File: config.mk
export PLATFORM = sky130hd
export DESIGN_NAME = control_unit
export DESIGN_NICKNAME = d
export VERILOG_FILES = /design/src/rtl/cu_pkg.sv /design/src/rtl/cu_decode.sv /design/src/rtl/control_unit.sv
export SDC_FILE = /design/constraint.sdc
export NUM_CORES = 1
export LEC_CHECK = 0
export CAP_MARGIN = 20
export CORE_MARGIN = 2
export CORE_UTILIZATION = 42
export DETAILED_ROUTE_END_ITERATION = 16
export MAX_ROUTING_LAYER = met4
export PLACE_DENSITY = 0.77
export SYNTH_ARGS = -nofsm -noshare
export SYNTH_HDL_FRONTEND = slang
export SYNTH_HIERARCHICAL = 1
export SYNTH_SLANG_ARGS = --single-unit
File: constraint.sdc
create_clock -name CLK -period 1.55 [get_ports CLK]
set_input_delay 0.31 -clock CLK [delete_from_list [all_inputs] [get_ports CLK]]
set_output_delay 0.31 -clock CLK [all_outputs]
set_load 0.01 [all_outputs]
File: src/rtl/cu_pkg.sv
// Shared constants for the accumulator CPU control unit: opcodes, FSM states,
// ALU select codes and the packed control vector driven into the datapath.
package cu_pkg;

    localparam logic [7:0] OP_NOP  = 8'h00;
    localparam logic [7:0] OP_LDAC = 8'h01;
    localparam logic [7:0] OP_STAC = 8'h02;
    localparam logic [7:0] OP_MVAC = 8'h03;
    localparam logic [7:0] OP_MOVR = 8'h04;
    localparam logic [7:0] OP_JUMP = 8'h05;
    localparam logic [7:0] OP_JMPZ = 8'h06;
    localparam logic [7:0] OP_JPNZ = 8'h07;
    localparam logic [7:0] OP_ADD  = 8'h08;
    localparam logic [7:0] OP_SUB  = 8'h09;
    localparam logic [7:0] OP_INAC = 8'h0A;
    localparam logic [7:0] OP_CLAC = 8'h0B;
    localparam logic [7:0] OP_AND  = 8'h0C;
    localparam logic [7:0] OP_OR   = 8'h0D;
    localparam logic [7:0] OP_XOR  = 8'h0E;
    localparam logic [7:0] OP_NOT  = 8'h0F;

    localparam logic [6:0] ALU_CLAC = 7'b0000000;
    localparam logic [6:0] ALU_PASS = 7'b0000100;
    localparam logic [6:0] ALU_ADD  = 7'b0000101;
    localparam logic [6:0] ALU_INAC = 7'b0000110;
    localparam logic [6:0] ALU_SUB  = 7'b0001011;
    localparam logic [6:0] ALU_AND  = 7'b0010000;
    localparam logic [6:0] ALU_OR   = 7'b0100000;
    localparam logic [6:0] ALU_XOR  = 7'b0110000;
    localparam logic [6:0] ALU_NOT  = 7'b1000000;

    // Operand-fetch states are split per instruction family so that IR is only
    // consulted in DEC; each ALU op has its own OP1 state to keep outputs Moore.
    typedef enum logic [4:0] {
        S_RST, S_F1, S_F2, S_F3, S_DEC,
        S_A1_L, S_A2_L, S_A3_L, S_L4, S_L5,
        S_A1_S, S_A2_S, S_A3_S, S_S4, S_S5,
        S_A1_J, S_A2_J, S_J3,
        S_N1, S_N2, S_MV1, S_MR1,
        S_OP_ADD, S_OP_SUB, S_OP_INAC, S_OP_CLAC,
        S_OP_AND, S_OP_OR, S_OP_XOR, S_OP_NOT
    } state_t;

    typedef struct packed {
        logic       ar_load;
        logic       ar_inc;
        logic       pc_bus;
        logic       pc_load;
        logic       pc_inc;
        logic       pc_reset;
        logic       dr_bus_h;
        logic       dr_bus_l;
        logic       dr_load;
        logic       tr_bus;
        logic       tr_load;
        logic       ir_load;
        logic       r_bus;
        logic       r_load;
        logic       ac_bus;
        logic       ac_load;
        logic [6:0] alus;
        logic       membus;
        logic       busmem;
        logic       we;
    } ctrl_t;

endpackage

File: src/rtl/cu_decode.sv
// Combinational decode of the control-unit state into the datapath control vector.
module cu_decode
    import cu_pkg::*;
(
    input  state_t state,
    output ctrl_t  ctrl
);

    always_comb begin
        ctrl = '0;
        case (state)
            S_RST: ctrl.pc_reset = 1'b1;
            S_F1, S_F3: begin
                ctrl.pc_bus  = 1'b1;
                ctrl.ar_load = 1'b1;
                ctrl.ir_load = (state == S_F3);
            end
            S_F2, S_A1_L, S_A1_S, S_A1_J: begin
                ctrl.membus  = 1'b1;
                ctrl.dr_load = 1'b1;
                ctrl.pc_inc  = 1'b1;
                ctrl.ar_inc  = 1'b1;
            end
            S_A2_L, S_A2_S, S_A2_J: begin
                ctrl.tr_load = 1'b1;
                ctrl.membus  = 1'b1;
                ctrl.dr_load = 1'b1;
                ctrl.pc_inc  = 1'b1;
            end
            S_A3_L, S_A3_S: begin
                ctrl.dr_bus_h = 1'b1;
                ctrl.tr_bus   = 1'b1;
                ctrl.ar_load  = 1'b1;
            end
            S_J3: begin
                ctrl.dr_bus_h = 1'b1;
                ctrl.tr_bus   = 1'b1;
                ctrl.pc_load  = 1'b1;
            end
            S_L4: begin
                ctrl.membus  = 1'b1;
                ctrl.dr_load = 1'b1;
            end
            S_L5: begin
                ctrl.dr_bus_l = 1'b1;
                ctrl.ac_load  = 1'b1;
                ctrl.alus     = ALU_PASS;
            end
            S_S4: begin
                ctrl.ac_bus  = 1'b1;
                ctrl.dr_load = 1'b1;
            end
            S_S5: begin
                ctrl.dr_bus_l = 1'b1;
                ctrl.busmem   = 1'b1;
                ctrl.we       = 1'b1;
            end
            S_N1, S_N2: ctrl.pc_inc = 1'b1;
            S_MV1: begin
                ctrl.ac_bus = 1'b1;
                ctrl.r_load = 1'b1;
            end
            S_MR1: begin
                ctrl.r_bus   = 1'b1;
                ctrl.ac_load = 1'b1;
                ctrl.alus    = ALU_PASS;
            end
            S_OP_ADD:  begin ctrl.r_bus = 1'b1; ctrl.ac_load = 1'b1; ctrl.alus = ALU_ADD; end
            S_OP_SUB:  begin ctrl.r_bus = 1'b1; ctrl.ac_load = 1'b1; ctrl.alus = ALU_SUB; end
            S_OP_AND:  begin ctrl.r_bus = 1'b1; ctrl.ac_load = 1'b1; ctrl.alus = ALU_AND; end
            S_OP_OR:   begin ctrl.r_bus = 1'b1; ctrl.ac_load = 1'b1; ctrl.alus = ALU_OR;  end
            S_OP_XOR:  begin ctrl.r_bus = 1'b1; ctrl.ac_load = 1'b1; ctrl.alus = ALU_XOR; end
            S_OP_INAC: begin ctrl.ac_load = 1'b1; ctrl.alus = ALU_INAC; end
            S_OP_CLAC: begin ctrl.ac_load = 1'b1; ctrl.alus = ALU_CLAC; end
            S_OP_NOT:  begin ctrl.ac_load = 1'b1; ctrl.alus = ALU_NOT;  end
            default: ctrl = '0;
        endcase
    end

endmodule

File: src/rtl/control_unit.sv
// Hardwired Moore control unit for the 8-bit accumulator CPU: state register,
// next-state sequencing, and fan-out of the decoded control vector to the datapath.
module control_unit
    import cu_pkg::*;
(
    input  logic       CLK,
    input  logic       RST_N,
    input  logic [7:0] IR_TOCU,
    input  logic       Z_TOCU,
    output logic       AR_LOAD,
    output logic       AR_INC,
    output logic       PC_BUS,
    output logic       PC_LOAD,
    output logic       PC_INC,
    output logic       PC_RESET,
    output logic       DR_BUS_H,
    output logic       DR_BUS_L,
    output logic       DR_LOAD,
    output logic       TR_BUS,
    output logic       TR_LOAD,
    output logic       IR_LOAD,
    output logic       R_BUS,
    output logic       R_LOAD,
    output logic       AC_BUS,
    output logic       AC_LOAD,
    output logic       ALUS7,
    output logic       ALUS6,
    output logic       ALUS5,
    output logic       ALUS4,
    output logic       ALUS3,
    output logic       ALUS2,
    output logic       ALUS1,
    output logic       MEMBUS,
    output logic       BUSMEM,
    output logic       WE
);

    state_t state, next_state;
    ctrl_t  ctrl;

    always_ff @(posedge CLK or negedge RST_N) begin
        if (!RST_N) state <= S_RST;
        else        state <= next_state;
    end

    always_comb begin
        next_state = state;
        case (state)
            S_RST:  next_state = S_F1;
            S_F1:   next_state = S_F2;
            S_F2:   next_state = S_F3;
            S_F3:   next_state = S_DEC;
            S_DEC: begin
                case (IR_TOCU)
                    OP_LDAC: next_state = S_A1_L;
                    OP_STAC: next_state = S_A1_S;
                    OP_MVAC: next_state = S_MV1;
                    OP_MOVR: next_state = S_MR1;
                    OP_JUMP: next_state = S_A1_J;
                    OP_JMPZ: next_state = Z_TOCU  ? S_A1_J : S_N1;
                    OP_JPNZ: next_state = !Z_TOCU ? S_A1_J : S_N1;
                    OP_ADD:  next_state = S_OP_ADD;
                    OP_SUB:  next_state = S_OP_SUB;
                    OP_INAC: next_state = S_OP_INAC;
                    OP_CLAC: next_state = S_OP_CLAC;
                    OP_AND:  next_state = S_OP_AND;
                    OP_OR:   next_state = S_OP_OR;
                    OP_XOR:  next_state = S_OP_XOR;
                    OP_NOT:  next_state = S_OP_NOT;
                    default: next_state = S_F1;
                endcase
            end
            S_A1_L: next_state = S_A2_L;
            S_A2_L: next_state = S_A3_L;
            S_A3_L: next_state = S_L4;
            S_L4:   next_state = S_L5;
            S_A1_S: next_state = S_A2_S;
            S_A2_S: next_state = S_A3_S;
            S_A3_S: next_state = S_S4;
            S_S4:   next_state = S_S5;
            S_A1_J: next_state = S_A2_J;
            S_A2_J: next_state = S_J3;
            S_N1:   next_state = S_N2;
            S_L5, S_S5, S_J3, S_N2, S_MV1, S_MR1,
            S_OP_ADD, S_OP_SUB, S_OP_INAC, S_OP_CLAC,
            S_OP_AND, S_OP_OR, S_OP_XOR, S_OP_NOT:
                    next_state = S_F1;
            default: next_state = S_RST;
        endcase
    end

    cu_decode u_decode (
        .state (state),
        .ctrl  (ctrl)
    );

    assign AR_LOAD  = ctrl.ar_load;
    assign AR_INC   = ctrl.ar_inc;
    assign PC_BUS   = ctrl.pc_bus;
    assign PC_LOAD  = ctrl.pc_load;
    assign PC_INC   = ctrl.pc_inc;
    assign PC_RESET = ctrl.pc_reset;
    assign DR_BUS_H = ctrl.dr_bus_h;
    assign DR_BUS_L = ctrl.dr_bus_l;
    assign DR_LOAD  = ctrl.dr_load;
    assign TR_BUS   = ctrl.tr_bus;
    assign TR_LOAD  = ctrl.tr_load;
    assign IR_LOAD  = ctrl.ir_load;
    assign R_BUS    = ctrl.r_bus;
    assign R_LOAD   = ctrl.r_load;
    assign AC_BUS   = ctrl.ac_bus;
    assign AC_LOAD  = ctrl.ac_load;
    assign ALUS7    = ctrl.alus[6];
    assign ALUS6    = ctrl.alus[5];
    assign ALUS5    = ctrl.alus[4];
    assign ALUS4    = ctrl.alus[3];
    assign ALUS3    = ctrl.alus[2];
    assign ALUS2    = ctrl.alus[1];
    assign ALUS1    = ctrl.alus[0];
    assign MEMBUS   = ctrl.membus;
    assign BUSMEM   = ctrl.busmem;
    assign WE       = ctrl.we;

endmodule

Word level (Yosys, flattened, before mapping)
Cells that the tools add are included.
- logic and storage cells: 80
- flip-flop bits (word level): 5
- output and inout port bits: 26
- input bits: 11
- eq/ne operators: 44
- muxes and demuxes: 21
- reductions and logical operators: 14
- operators by type and width (operator ; number):
    5-bit case mux with 16 select lines ; 1
    5-bit case mux with 15 select lines ; 1
    8-bit case mux with 9 select lines ; 1
    5-bit equality test, second input constant ; 14
    8-bit by 4-bit equality test with 1-bit output, second input constant ; 8
    5-bit by 4-bit equality test with 1-bit output, second input constant ; 8
    8-bit by 3-bit equality test with 1-bit output, second input constant ; 4
    5-bit by 3-bit equality test with 1-bit output, second input constant ; 4
    9-bit OR reduction ; 2
    8-bit by 2-bit equality test with 1-bit output, second input constant ; 2
    1-bit two-way mux ; 15
    15-bit OR reduction ; 1
    5-bit by 2-bit equality test with 1-bit output, second input constant ; 2
    5-bit two-way mux ; 2
    8-bit by 1-bit equality test with 1-bit output, second input constant ; 1
    2-bit OR reduction ; 4
    4-bit OR reduction ; 2
    8-bit OR reduction ; 1
    3-bit OR reduction ; 2
    6-bit OR reduction ; 1
    5-bit by 1-bit equality test with 1-bit output, second input constant ; 1
    5-bit zero test ; 1
    2-bit two-way mux ; 1

Longest topological paths before layout
- depth after elaboration: 3
- depth in mapped cells: 6
- mapped depth without buffers: 4

By module
The synthesis kept the hierarchy.
- by module, submodules not included (module ; instances ; cells each ; seq. area each (um^2) ; area an instance (um^2)):
    cu_decode ; 1 ; 93 ; 0.0 ; 599.3
    control_unit ; 1 ; 64 ; 125.1 ; 513.0

Worst setup path before layout
OpenSTA, ideal clock, no wires.
- path kind: register to register
- start: register state[1]
- end: register state[4]
- arrival time: 1.576 ns
- clock period less this slack: 1.662 ns
- setup slack: -0.112 ns
- stages on the path, launching flop included: 6
- required time: 1.463 ns
- buffers on the path: 1
- library setup time: 0.087 ns
- path through: dfrtp_1 > buf_6 > or4b_4 > nor4_4 > o41ai_1 > o211ai_1
- longest elaborated chain between the ends: 3
- elaborated cells between the ends (all ways): 32
- classes of those cells: eq/ne: 29; mux: 1; reduce/logical: 2
- RTL lines (item ; RTL line ; source):
    from (decl) ; control_unit.sv:38 ; state_t state, next_state;
    from (signal assigned) ; control_unit.sv:43 ; else state <= next_state;
    5-bit by 4-bit equality test with 1-bit output, or another cell as far along ; control_unit.sv:48 ; case (state)
    15-bit OR reduction (no line) ; n/a ;
    5-bit case mux with 16 select lines * ; control_unit.sv:48 ;
    net next_state[4] ; control_unit.sv:38 ;
The timed path passes the listed nets; every way through them passes the cells marked *.

Final worst setup path
- start: register state[0]
- end: output port AC_BUS
- longest elaborated chain between the ends: 3
- elaborated cells between the ends (all ways): 4
- classes of those cells: eq/ne: 2; mux: 1; reduce/logical: 1
- RTL lines (item ; RTL line ; source):
    5-bit by 4-bit equality test with 1-bit output or 5-bit equality test (tied branches) ; cu_decode.sv:11 ; case (state)
    2-bit OR reduction (no line) * ; n/a ;
    1-bit two-way mux * ; cu_decode.sv:11 ;
    to (decl) ; control_unit.sv:24 ; output logic AC_BUS,
Every way passes the cells marked *; elsewhere a longest branch is shown, timed or not.

==> results.json <==
{
  "r2r_slack_ns": -0.32,
  "timing.fmax_mhz": 520,
  "antenna_cells": 0,
  "rsz0062_at_grt": "true",
  "setup_tns_ns": -7.26,
  "cts_root_buf": "clkbuf_4",
  "cts_buffers": 3,
  "finalSetupViolations": 31,
  "clock-sinks": 5,
  "p_comb_share_pct": 88.5,
  "via_per_inst": 6.14,
  "io-pin-count": 37,
  "drtPass1Iterations": 4,
  "stdcell_area_sq_um": 2100,
  "fp.dieW_microns": 55.5,
  "place.gp.congestion": 0.911,
  "fin_skew_ns": 0.000992,
  "violations": "negative setup slack",
  "areaGrowthSynthToFinish_pct": 89.2,
  "initial_core_util_pct": 44.5,
  "path_class": "reg -> out",
  "grt_max_degree": 12,
  "clk_path_buf_depth": 2,
  "final_cell_mix": "buf_4 (36), buf_2 (23), buf_6 (19)",
  "placed_area_sq_um": 1670,
  "swShare_pct": 47.6,
  "placed_cells": 240,
  "drtIter0Drc": 132,
  "grt_pass1_vias": 1527,
  "ys_ff_latch": 5,
  "postRouteAntennaNets": 0,
  "crit_arrival_ns": 1.61,
  "synth_nets": 168,
  "p_leak_nw": 0.958,
  "crit_fanout": 10,
  "wl_per_cell_microns": 18.6,
  "grt_pass1_wl_mm": 7.33,
  "path_clk_slew_ns": 0.04,
  "p_sw_mw": 1.84,
  "clk_latency_ns": 0.24,
  "vias": 1634,
  "layout_commonest_cell": "buf_4",
  "final_layout_size_suffix_gt1_share_pct": 60.2,
  "required_ns": 1.24,
  "largest_register": "state",
  "hold_violations": 0,
  "avgSynthCellArea_sq_um": 7.08,
  "final_util_pct": 84.2,
  "finalWorstSetupSlack_ns": -0.372,
  "nNetsFinal": 248,
  "holdWs_ns": 0.304,
  "die_area_sq_um": 3080,
  "maxCapViolations": 0,
  "maxSlewHeadroom_pct": 73.9,
  "drt_wl_total_mm": 4.94,
  "drc": 0,
  "ys.flop_type": "dfrtp_1",
  "synth_async_sr_flop_share_pct": 100,
  "cellInternalPower_mw": 2.03,
  "post-route-period-util_pct": 124,
  "status": "finished with violations",
  "power_frac_seq_pct": 7.6,
  "cellPowerDensity_nw_per_um2": 1840,
  "grtUsageTotal_pct": 30.2,
  "hpwl_mm": 2.70,
  "synth.distinct_cells": 52,
  "reg_top3": "state: 5 flops",
  "hold_path_class": "in -> async",
  "fin_cells": 266,
  "largest_register_ffs": 5,
  "antenna_found_initial": 0,
  "htreeDepth": 1,
  "rows": 18,
  "gr-total-overflow": 0,
  "synth_edf_count": 0,
  "ir_drop_mv": 1.38,
  "clock_power_share_pct": 3.9,
  "drv_slew": 0,
  "n_fill_cell": 139,
  "worst_pin_slew_ns": 0.389,
  "syn_area_sq_um": 1110,
  "tritoncts": "built",
  "die_y_microns": 55.5,
  "syn-instance-count": 157,
  "cts-hold-fix-buffers": 0,
  "coreArea_sq_um": 2500,
  "cp-start-kind": "flop",
  "endpoint_kind": "output port",
  "ys_seq_area_share_pct": 11.2,
  "yosys_warnings": 6,
  "port_buffers": 36,
  "layout_min_cycle_time_ns": 1.92
}
-- kinds of logic (layout without fill, tap and decap cells) --
| logic type | count (synthesis) | after routing | synth area share, % |
|---|---|---|---|
| AND/OR/NAND/NOR | 76 | 76 | 41.2 |
| AO/OA/AOI/OAI | 47 | 47 | 28.3 |
| buffers and inverters | 24 | 103 | 14.8 |
| flip-flops | 5 | 5 | 11.2 |
| multiplexers | 3 | 3 | 2.81 |
| XOR/XNOR | 2 | 2 | 1.58 |
-- power groups by stage --
| stage | clock, mW | combinational (mW) | sequential (mW) |
|---|---|---|---|
| 2_1_floorplan | 0 | 1.43 | 0.235 |
| 6_report | 0.151 | 3.42 | 0.295 |
| 5_1_grt | 0.159 | 3.60 | 0.304 |
| 3_3_place_gp | 0 | 2.19 | 0.291 |
| 4_1_cts | 0.154 | 2.83 | 0.269 |
| 3_5_place_dp | 0 | 2.26 | 0.296 |
-- synthesized netlist by cell type (2+ instances only) --
master | count | share of area, %
nand2b_1 | 12 | 6.7
a311oi_1 | 2 | 1.6
a21oi_1 | 9 | 4.0
a21boi_1 | 4 | 2.7
nor3b_1 | 4 | 2.7
dfrtp_1 | 5 | 11
inv_1 | 3 | 1.0
clkbuf_1 | 3 | 1.0
buf_2 | 5 | 2.2
nand3_1 | 5 | 2.2
nor2_2 | 2 | 1.1
and3_1 | 2 | 1.1
nand2_1 | 15 | 5.1
buf_4 | 4 | 2.7
buf_6 | 7 | 7.1
mux2i_1 | 2 | 1.8
o22ai_1 | 4 | 2.2
and2b_1 | 2 | 1.3
nor2_1 | 15 | 5.1
nor2b_1 | 3 | 1.7
nand3b_1 | 2 | 1.3
o21ai_0 | 6 | 2.7
nor3_1 | 3 | 1.3
a31oi_1 | 3 | 1.7
o21ai_1 | 5 | 2.2
o32ai_1 | 2 | 1.6
a22oi_1 | 3 | 2.0
-- stage by stage --
step | worst slack (ns) | total power [mW]
after floorplan | -0.0401 | 1.66
after global placement | -0.420 | 2.48
after detailed placement | -0.501 | 2.55
after CTS | -0.283 | 3.25
after global routing | -0.421 | 4.06
final | -0.372 | 3.87
-- what timing repair did --
action                                  in CTS  in global routing
endpoints found under the setup margin      31                 31
setup buffers                               18                  9
pin swaps                                   20                 26
gates resized for setup                    151                 45
-- layout make-up --
class	instances	area [sq um]	share of cell area, %
multi-input cells	128	1080	51.1
repair buffers	95	815	38.7
well taps	30	37.5	1.78
clock buffers	4	26.3	1.25
flip-flops and latches	5	130	6.18
inverters	4	20.0	0.951
-- critical path, cell delays in order (launching register included) --
cell and delay, ns:
dfrtp_2 0.47, buf_4 0.17, buf_8 0.14, nor3b_4 0.20, a21oi_1 0.07, nor2_1 0.14, buf_2 0.16
-- routing by layer --
metal  wire [microns]  track usage, %
met1             1670            32.8
met2             2680            55.6
met3              357            4.22
met4              225            10.5
met5                0               -
-- worst paths after layout --
check	from	to	cells after the start
worst max-delay path	state[0]	AC_BUS	6
worst min-delay path	RST_N	state[0]	1
worst max register to register	state[1]	state[4]	6
worst min register to register	state[4]	state[3]	3
max in group asynchronous	RST_N	state[2]	1
min in group CLK	IR_TOCU[7]	state[3]	5
(Power assumes the default switching activity.)
